[src/rtl/spi_frame_pkg.sv]
// spi_frame_pkg: shared constants for the SPI frame serializer.
//   State codes are plain localparam constants so older tools and the
//   downstream FSM bench can share the encoding without enum casts.
package spi_frame_pkg;

  // Serializer states
  localparam logic [2:0] S_IDLE  = 3'd0;
  localparam logic [2:0] S_MARK  = 3'd1;
  localparam logic [2:0] S_DATA  = 3'd2;
  localparam logic [2:0] S_TRAIL = 3'd3;
  localparam logic [2:0] S_GAP   = 3'd4;

  // Fixed line levels of the two framing phases of every bit triplet
  localparam logic MARK_BIT  = 1'b1;
  localparam logic TRAIL_BIT = 1'b0;

  // Cycles per transmitted bit (MARK, DATA, TRAIL)
  localparam int BITS_PER_TRIPLET = 3;

  // Number of spi_en cycles in one frame of a given triplet count
  function automatic int frame_cycles(input int triplets);
    return BITS_PER_TRIPLET * triplets;
  endfunction

endpackage

[src/rtl/spi_frame_tx.sv]
// spi_frame_tx: parallel-to-serial SPI frame generator, MSB first, each bit
//   sent as MARK(1) / DATA(bit) / TRAIL(0) with spi_en high for the frame.
//   Latency: accept at an edge, first MARK on the outputs the next cycle.
//   Backpressure: tx_ready only in IDLE; word is latched, input ignored while busy.
// Ports: clock, reset (sync, active-high), tx_data/tx_valid/tx_ready (input
//   handshake), spi_data/spi_en (serial frame), busy, frame_done (last TRAIL).
// Build option: define SPI_FRAME_PARITY_EN to append an even-parity triplet.
module spi_frame_tx
  import spi_frame_pkg::*;
#(
  parameter int DATA_W     = 8,
  parameter int GAP_CYCLES = 0
) (
  input  logic              clock,
  input  logic              reset,
  input  logic [DATA_W-1:0] tx_data,
  input  logic              tx_valid,
  output logic              tx_ready,
  output logic              spi_data,
  output logic              spi_en,
  output logic              busy,
  output logic              frame_done
);

`ifdef SPI_FRAME_PARITY_EN
  localparam int NTRIP = DATA_W + 1;
`else
  localparam int NTRIP = DATA_W;
`endif
  localparam int                CNT_W     = $clog2(NTRIP + 1);
  localparam logic [CNT_W-1:0]  LAST_TRIP = CNT_W'(NTRIP - 1);
  localparam logic [7:0]        GAP_LAST  = 8'(GAP_CYCLES > 0 ? GAP_CYCLES - 1 : 0);

  logic [2:0]        state, state_nx;
  logic [DATA_W-1:0] shreg, shreg_nx;
  logic [CNT_W-1:0]  cnt, cnt_nx;
  logic [7:0]        gap_cnt, gap_nx;
  logic              accept;
  logic              data_bit;

  assign accept = tx_valid & tx_ready;

`ifdef SPI_FRAME_PARITY_EN
  logic par, par_nx;
  // Parity is captured with the word so it survives the shifting
  assign par_nx   = accept ? ^tx_data : par;
  // Triplet index DATA_W is the appended parity triplet
  assign data_bit = (cnt == CNT_W'(DATA_W)) ? par : shreg[DATA_W-1];
  always_ff @(posedge clock) begin
    if (reset) par <= 1'b0;
    else       par <= par_nx;
  end
`else
  assign data_bit = shreg[DATA_W-1];
`endif

  always_comb begin
    state_nx = state;
    shreg_nx = shreg;
    cnt_nx   = cnt;
    gap_nx   = gap_cnt;
    case (state)
      S_IDLE: begin
        if (accept) begin
          state_nx = S_MARK;
          shreg_nx = tx_data;
          cnt_nx   = '0;
        end
      end
      S_MARK:  state_nx = S_DATA;
      S_DATA: begin
        state_nx = S_TRAIL;
        shreg_nx = {shreg[DATA_W-2:0], 1'b0};
      end
      S_TRAIL: begin
        if (cnt == LAST_TRIP) begin
          cnt_nx   = '0;
          gap_nx   = '0;
          state_nx = (GAP_CYCLES > 0) ? S_GAP : S_IDLE;
        end else begin
          cnt_nx   = cnt + 1'b1;
          state_nx = S_MARK;
        end
      end
      S_GAP: begin
        if (gap_cnt == GAP_LAST) state_nx = S_IDLE;
        else                     gap_nx   = gap_cnt + 8'd1;
      end
      default: state_nx = S_IDLE;
    endcase
  end

  // Outputs are decoded from the next state so they are plain flops and
  // line up cycle-exactly with the state they describe.
  always_ff @(posedge clock) begin
    if (reset) begin
      state      <= S_IDLE;
      shreg      <= '0;
      cnt        <= '0;
      gap_cnt    <= '0;
      tx_ready   <= 1'b0;
      spi_data   <= 1'b0;
      spi_en     <= 1'b0;
      busy       <= 1'b0;
      frame_done <= 1'b0;
    end else begin
      state      <= state_nx;
      shreg      <= shreg_nx;
      cnt        <= cnt_nx;
      gap_cnt    <= gap_nx;
      tx_ready   <= (state_nx == S_IDLE);
      spi_en     <= (state_nx == S_MARK) || (state_nx == S_DATA) || (state_nx == S_TRAIL);
      busy       <= (state_nx != S_IDLE);
      frame_done <= (state_nx == S_TRAIL) && (cnt_nx == LAST_TRIP);
      if (state_nx == S_MARK)      spi_data <= MARK_BIT;
      else if (state_nx == S_DATA) spi_data <= data_bit;
      else                         spi_data <= TRAIL_BIT;
    end
  end

endmodule

[config.mk]
export PLATFORM = sky130hd
export DESIGN_NAME = spi_frame_tx
export DESIGN_NICKNAME = d
export VERILOG_FILES = /design/src/rtl/spi_frame_pkg.sv /design/src/rtl/spi_frame_tx.sv
export SDC_FILE = /design/constraint.sdc
export NUM_CORES = 1
export LEC_CHECK = 0
export BUFFER_PORTS_ARGS = -buffer_cell sky130_fd_sc_hd__buf_4
export CAP_MARGIN = 10
export CELL_PAD_IN_SITES_DETAIL_PLACEMENT = 2
export CELL_PAD_IN_SITES_GLOBAL_PLACEMENT = 2
export CORE_MARGIN = 2
export CORE_UTILIZATION = 37
export DETAILED_ROUTE_END_ITERATION = 8
export GPL_ROUTABILITY_DRIVEN = 1
export MAX_ROUTING_LAYER = met4
export PLACE_DENSITY = 0.92
export SYNTH_ARGS = -nofsm -noshare
export SYNTH_HDL_FRONTEND = slang
export SYNTH_SLANG_ARGS = --single-unit
[constraint.sdc]
create_clock -name clock -period 3.5 [get_ports clock]
set_input_delay 0.35 -clock clock [delete_from_list [all_inputs] [get_ports clock]]
set_output_delay 0.35 -clock clock [all_outputs]
set_load 0.005 [all_outputs]
# Yosys cells after proc, flatten, opt, wreduce, memory -nomap -nowiden
# Index checks and enable logic that the tools add are counted.
[word_totals] in_bits=11 register_bits=28 word_cells=49 output_inout_bits=5
[op_classes] eq_ne=12 n_reduce_logical=11 add_sub_neg=2 muxes=14 bitwise_logic=1
[op_table] operator="one-hot mux 8 bit (2 select lines)" count=2
[op_table] operator="2-to-1 mux 8 bit" count=3
[op_table] operator="one-hot mux 3 bit (5 select lines)" count=1
[op_table] operator="equality test 3 x 2 -> 1 bit, second input constant" count=4
[op_table] operator="adder 8 x 1 -> 8 bit, second input constant" count=1
[op_table] operator="equality test 4 x 3 -> 1 bit, second input constant" count=2
[op_table] operator="zero test 8 bit" count=1
[op_table] operator="2-to-1 mux 4 bit" count=2
[op_table] operator="one-hot mux 4 bit (2 select lines)" count=1
[op_table] operator="equality test 3 x 1 -> 1 bit, second input constant" count=2
[op_table] operator="zero test 3 bit" count=2
[op_table] operator="2-to-1 mux 3 bit" count=2
[op_table] operator="inequality test 2 bit, second input constant" count=3
[op_table] operator="adder 4 x 1 -> 4 bit, second input constant" count=1
[op_table] operator="nonzero test 2 bit" count=2
[op_table] operator="equality test 3 bit, second input constant" count=1
[op_table] operator="2-to-1 mux 1 bit" count=3
[op_table] operator="AND reduction 3 bit" count=1
[op_table] operator="nonzero test 3 bit" count=1
[op_table] operator="logical OR 1 bit" count=2
[op_table] operator="AND reduction 2 bit" count=1
[op_table] operator="AND 1 bit" count=1
[op_table] operator="logical AND 1 bit" count=1

# Logic depth before layout (Yosys ltp)
[depth] depth_word=6 mapped_depth=7 depth_no_buf=6

# Worst setup path after synthesis
# Ideal clock, no wire load.
[synth_path] path_kind="flip-flop to flip-flop" from="register cnt[0]" to="register gap_cnt[4]" t_required_ns=3.441 arrival_ns=1.604 n_path_buf=1 path_stages_with_launch=7 setup_time_ns=0.059 synth_period_minus_slack_ns=1.663 setup_slack_ns=1.837 path_cell_list="dfxtp_1 > ha_1 > and3b_1 > buf_6 > a21o_1 > or4_1 > nand2_1"
[synth_between] elab_chain_len=3
[synth_rtl] element="start: declaration" line="spi_frame_tx.sv:36" text="logic [CNT_W-1:0] cnt, cnt_nx;"
[synth_rtl] element="start signal: assignment" line="spi_frame_tx.sv:109" text="cnt <= cnt_nx;"
[synth_rtl] element="equality test 4 x 3 -> 1 bit" line="spi_frame_tx.sv:76" text="if (cnt == LAST_TRIP) begin"
[synth_rtl] element="inequality test 2 bit (no source line)"
[synth_rtl] element="AND reduction 3 bit (no source line)"
[synth_rtl] element="end signal: assignment" line="spi_frame_tx.sv:110" text="gap_cnt <= gap_nx;"
[synth_rtl] element="end: declaration" line="spi_frame_tx.sv:37" text="logic [7:0] gap_cnt, gap_nx;"
# Every way passes these cells.
# A chain may end at the register's enable or synchronous reset.

# Final worst setup path
[layout_path] from="register cnt[0]" to="register gap_cnt[7]"
# Same word-level chain as after synthesis.

==> load_flow_metrics.sql <==
INSERT INTO impl_metrics (metric_group, metric, value, unit) VALUES
('detailed_routing', 'detail_route.drc_violations', '0', ''),
('timing', 'hold_viol', '0', ''),
('timing', 'final.period_utilization', '54.9', '%'),
('worst_setup_path', 'startpoint_kind_of_the_worst_setup_timing_path', 'register', ''),
('placement', 'placed_area', '0.00145', 'sq mm'),
('die', 'floorplan.die.width', '64.2', 'microns'),
('worst_setup_path', 'crit_fanout', '10', ''),
('power', 'power.share.clock', '17.7', '%'),
('cells_and_area', 'antenna_cells_inserted', '0', ''),
('placement', 'pre_cts_slack', '1.64', 'ns'),
('die', 'top_level_ports', '16', ''),
('timing', 'setup_viol', '0', ''),
('synthesis', 'yosys_warnings', '0', ''),
('timing', 'report.final.slew_viol_count', '0', ''),
('clock_network', 'cts_hold_buf', '0', ''),
('status', 'outcome', 'finished, final reports clean', ''),
('synthesis', 'synth_enable_flop_cells', '0', ''),
('clock_network', 'cts_num_sinks', '28', ''),
('global_routing', 'grt.total_usage', '19.3', '%'),
('synthesis', 'seq_area_frac_synth', '41.8', '%'),
('timing', 'post-route-worst-setup-slack', '1.58', 'ns'),
('detailed_routing', 'first_iter_violations', '28', ''),
('clock_network', 'setup_repair_bufs_after_cts', '0', ''),
('placement', 'dp_hpwl', '2540', 'microns'),
('power', 'irDropWorstVdd', '216', 'uV'),
('clock_network', 'ctsHtreeMaxLevel', '1', ''),
('cells_and_area', 'final_core_util', '43.0', '%'),
('timing', 'timing.clock.skew', '0.00323', 'ns'),
('worst_setup_path', 'critPathRequiredTime', '3.77', 'ns'),
('power', 'p_switching', '235', 'uW'),
('timing', 'final.min_clock_period', '1.92', 'ns'),
('cells_and_area', 'fraction_of_layout_cells_with_a_size_suffix_above_1', '14.1', '%'),
('timing', 'grt_setup_unrepaired', 'false', ''),
('detailed_routing', 'route.antenna.remaining_nets', '0', ''),
('worst_setup_path', 'crit_slowest_cell', 'or4_1', ''),
('detailed_routing', 'vias_per_cell', '5.66', ''),
('cells_and_area', 'nNetsFinal', '172', ''),
('detailed_routing', 'postRouteWirelength', '3430', 'microns'),
('die', 'placement_rows', '21', ''),
('power', 'design_power_total', '740', 'uW'),
('detailed_routing', 'wl_per_cell', '17.0', 'microns'),
('timing', 'hold-worst-slack', '0.302', 'ns'),
('clock_network', 'cts.clk_slew.worst_paths', '0.14', 'ns'),
('worst_setup_path', 'critical_path.endpoint_type', 'register', ''),
('timing', 'slew-limit-headroom', '70.0', '%'),
('power', 'p_leak', '0.559', 'nW'),
('power', 'switching_fraction', '31.8', '%'),
('die', 'die-area', '0.00412', 'sq mm'),
('placement', 'routabilityCongestion', '0.854', ''),
('cells_and_area', 'layoutNonFillerInstCount', '202', ''),
('power', 'power_report.internal_total', '505', 'uW'),
('die', 'start_util', '39.2', '%'),
('hold_path', 'worst_hold_path_type', 'input port to register', ''),
('die', 'core', '0.00342', 'sq mm'),
('clock_network', 'ctsRootBufferMaster', 'clkbuf_4', ''),
('synthesis', 'netlist_instances', '147', ''),
('clock_network', 'cts_resized', '0', ''),
('power', 'pwr-share-comb', '27.2', '%'),
('worst_setup_path', 'critical-path-max-stage-delay', '0.53', 'ns'),
('worst_setup_path', 'worstPathArrival', '2.19', 'ns'),
('global_routing', 'grt_overflow_total', '0', ''),
('synthesis', 'synth_cell_type_count', '39', ''),
('clock_network', 'worstSkewPairLatency', '0.33', 'ns'),
('synthesis', 'number_of_nets_produced_by_synthesis', '161', ''),
('detailed_routing', 'route.met2.wl', '1810', 'microns'),
('power', 'cellPowerDensity', '503', 'mW/mm^2'),
('detailed_routing', 'routed-via-count', '1144', ''),
('power', 'power.sequential.fraction', '55.1', '%'),
('placement', 'count_of_port_buffers_added_during_placement', '15', ''),
('global_routing', 'wire_length_of_the_first_global_routing_pass', '5950', 'microns'),
('global_routing', 'grt_pass1_vias', '1221', '');
[metal layers]
layer	global-route usage [%]	vias to the layer above
met5	-	-
met4	7.98	0
met3	3.35	9
met2	34.0	12
met1	21.5	565
li1	-	558
[logic make-up (layout without fill, tap and decap cells)]
kind of cell / count (synthesis) / in the layout / synth area share, %
fa+ha+maj: 3 / 3 / 2.80
compound gates: 35 / 35 / 17.0
mux: 9 / 9 / 6.72
buf+inv: 12 / 21 / 5.51
flops: 28 / 28 / 41.8
xor+xnor: 1 / 1 / 0.654
simple gates: 59 / 59 / 25.5
[registers in the layout, indices dropped and copies added (netlist names)]
register,flops
spi_data,1
gap_cnt,8
shreg,8
spi_en,1
tx_ready,1
frame_done,1
busy,1
state,3
cnt,4
[final cells by class]
| class | instances | area (sq um) | share of cell area (%) |
|---|---|---|---|
| Timing Repair Buffer | 15 | 113 | 7.66 |
| Sequential cell | 28 | 561 | 38.1 |
| Inverter | 3 | 11.3 | 0.766 |
| Clock buffer | 3 | 22.5 | 1.53 |
| Multi-Input combinational cell | 107 | 706 | 48.0 |
| Tap cell | 46 | 57.6 | 3.91 |
[cells in the final DEF, fill, tap and decap left out, types with 7 or more instances in the layout]
cell | netlist | routed
mux2i_1 | 9 | 9
buf_4 | 1 | 15
nand2_1 | 12 | 12
dfxtp_1 | 28 | 28
nor2_1 | 14 | 14
a211oi_1 | 7 | 7
a21oi_1 | 11 | 11
[synthesized netlist by cell type (all sizes together) (2+ instances only)]
master / n / area [sq um]
a211oi: 7 / 52.6
a21o: 2 / 15.0
a21oi: 12 / 63.8
a22oi: 2 / 15.0
a31oi: 2 / 12.5
and3b: 2 / 17.5
buf: 7 / 55.1
clkbuf: 2 / 7.51
dfxtp: 28 / 561
ha: 3 / 37.5
inv: 3 / 11.3
mux2i: 9 / 90.1
nand2: 12 / 45.0
nand2b: 2 / 12.5
nand3: 4 / 20.0
nand3b: 2 / 15.0
nand4bb: 2 / 22.5
nor2: 15 / 63.8
nor3: 4 / 20.0
nor4: 2 / 12.5
o211ai: 2 / 15.0
o21ai: 4 / 20.0
o31ai: 2 / 15.0
or3: 4 / 25.0
or4: 3 / 22.5
or4b: 2 / 20.0
[path summary, 6_finish.rpt]
check | to | from | cells past startpoint
max | gap_cnt[7]$_SDFFE_PP0P_ | cnt[0]$_SDFF_PP0_ | 5
min | shreg[0]$_SDFFE_PP0P_ | tx_data[0] | 3
max reg2reg | gap_cnt[7]$_SDFFE_PP0P_ | cnt[0]$_SDFF_PP0_ | 5
min reg2reg | gap_cnt[7]$_SDFFE_PP0P_ | gap_cnt[7]$_SDFFE_PP0P_ | 2
[power by group through the flow]
stage	registers, mW	clock network (mW)	logic [mW]
global route	0.415	0.152	0.227
CTS	0.408	0.138	0.206
finish	0.408	0.131	0.201
detailed placement	0.414	0	0.202
floorplan	0.397	0	0.154
global placement	0.411	0	0.190
[worst register-to-register path, cell delays in order, from the launching register on]
cell and delay, ns:
dfxtp_1 0.43, ha_1 0.20, and3b_1 0.37, a21oi_2 0.19
or4_1 0.53, a21oi_1 0.15
Power figures use the tool's default switching activity.
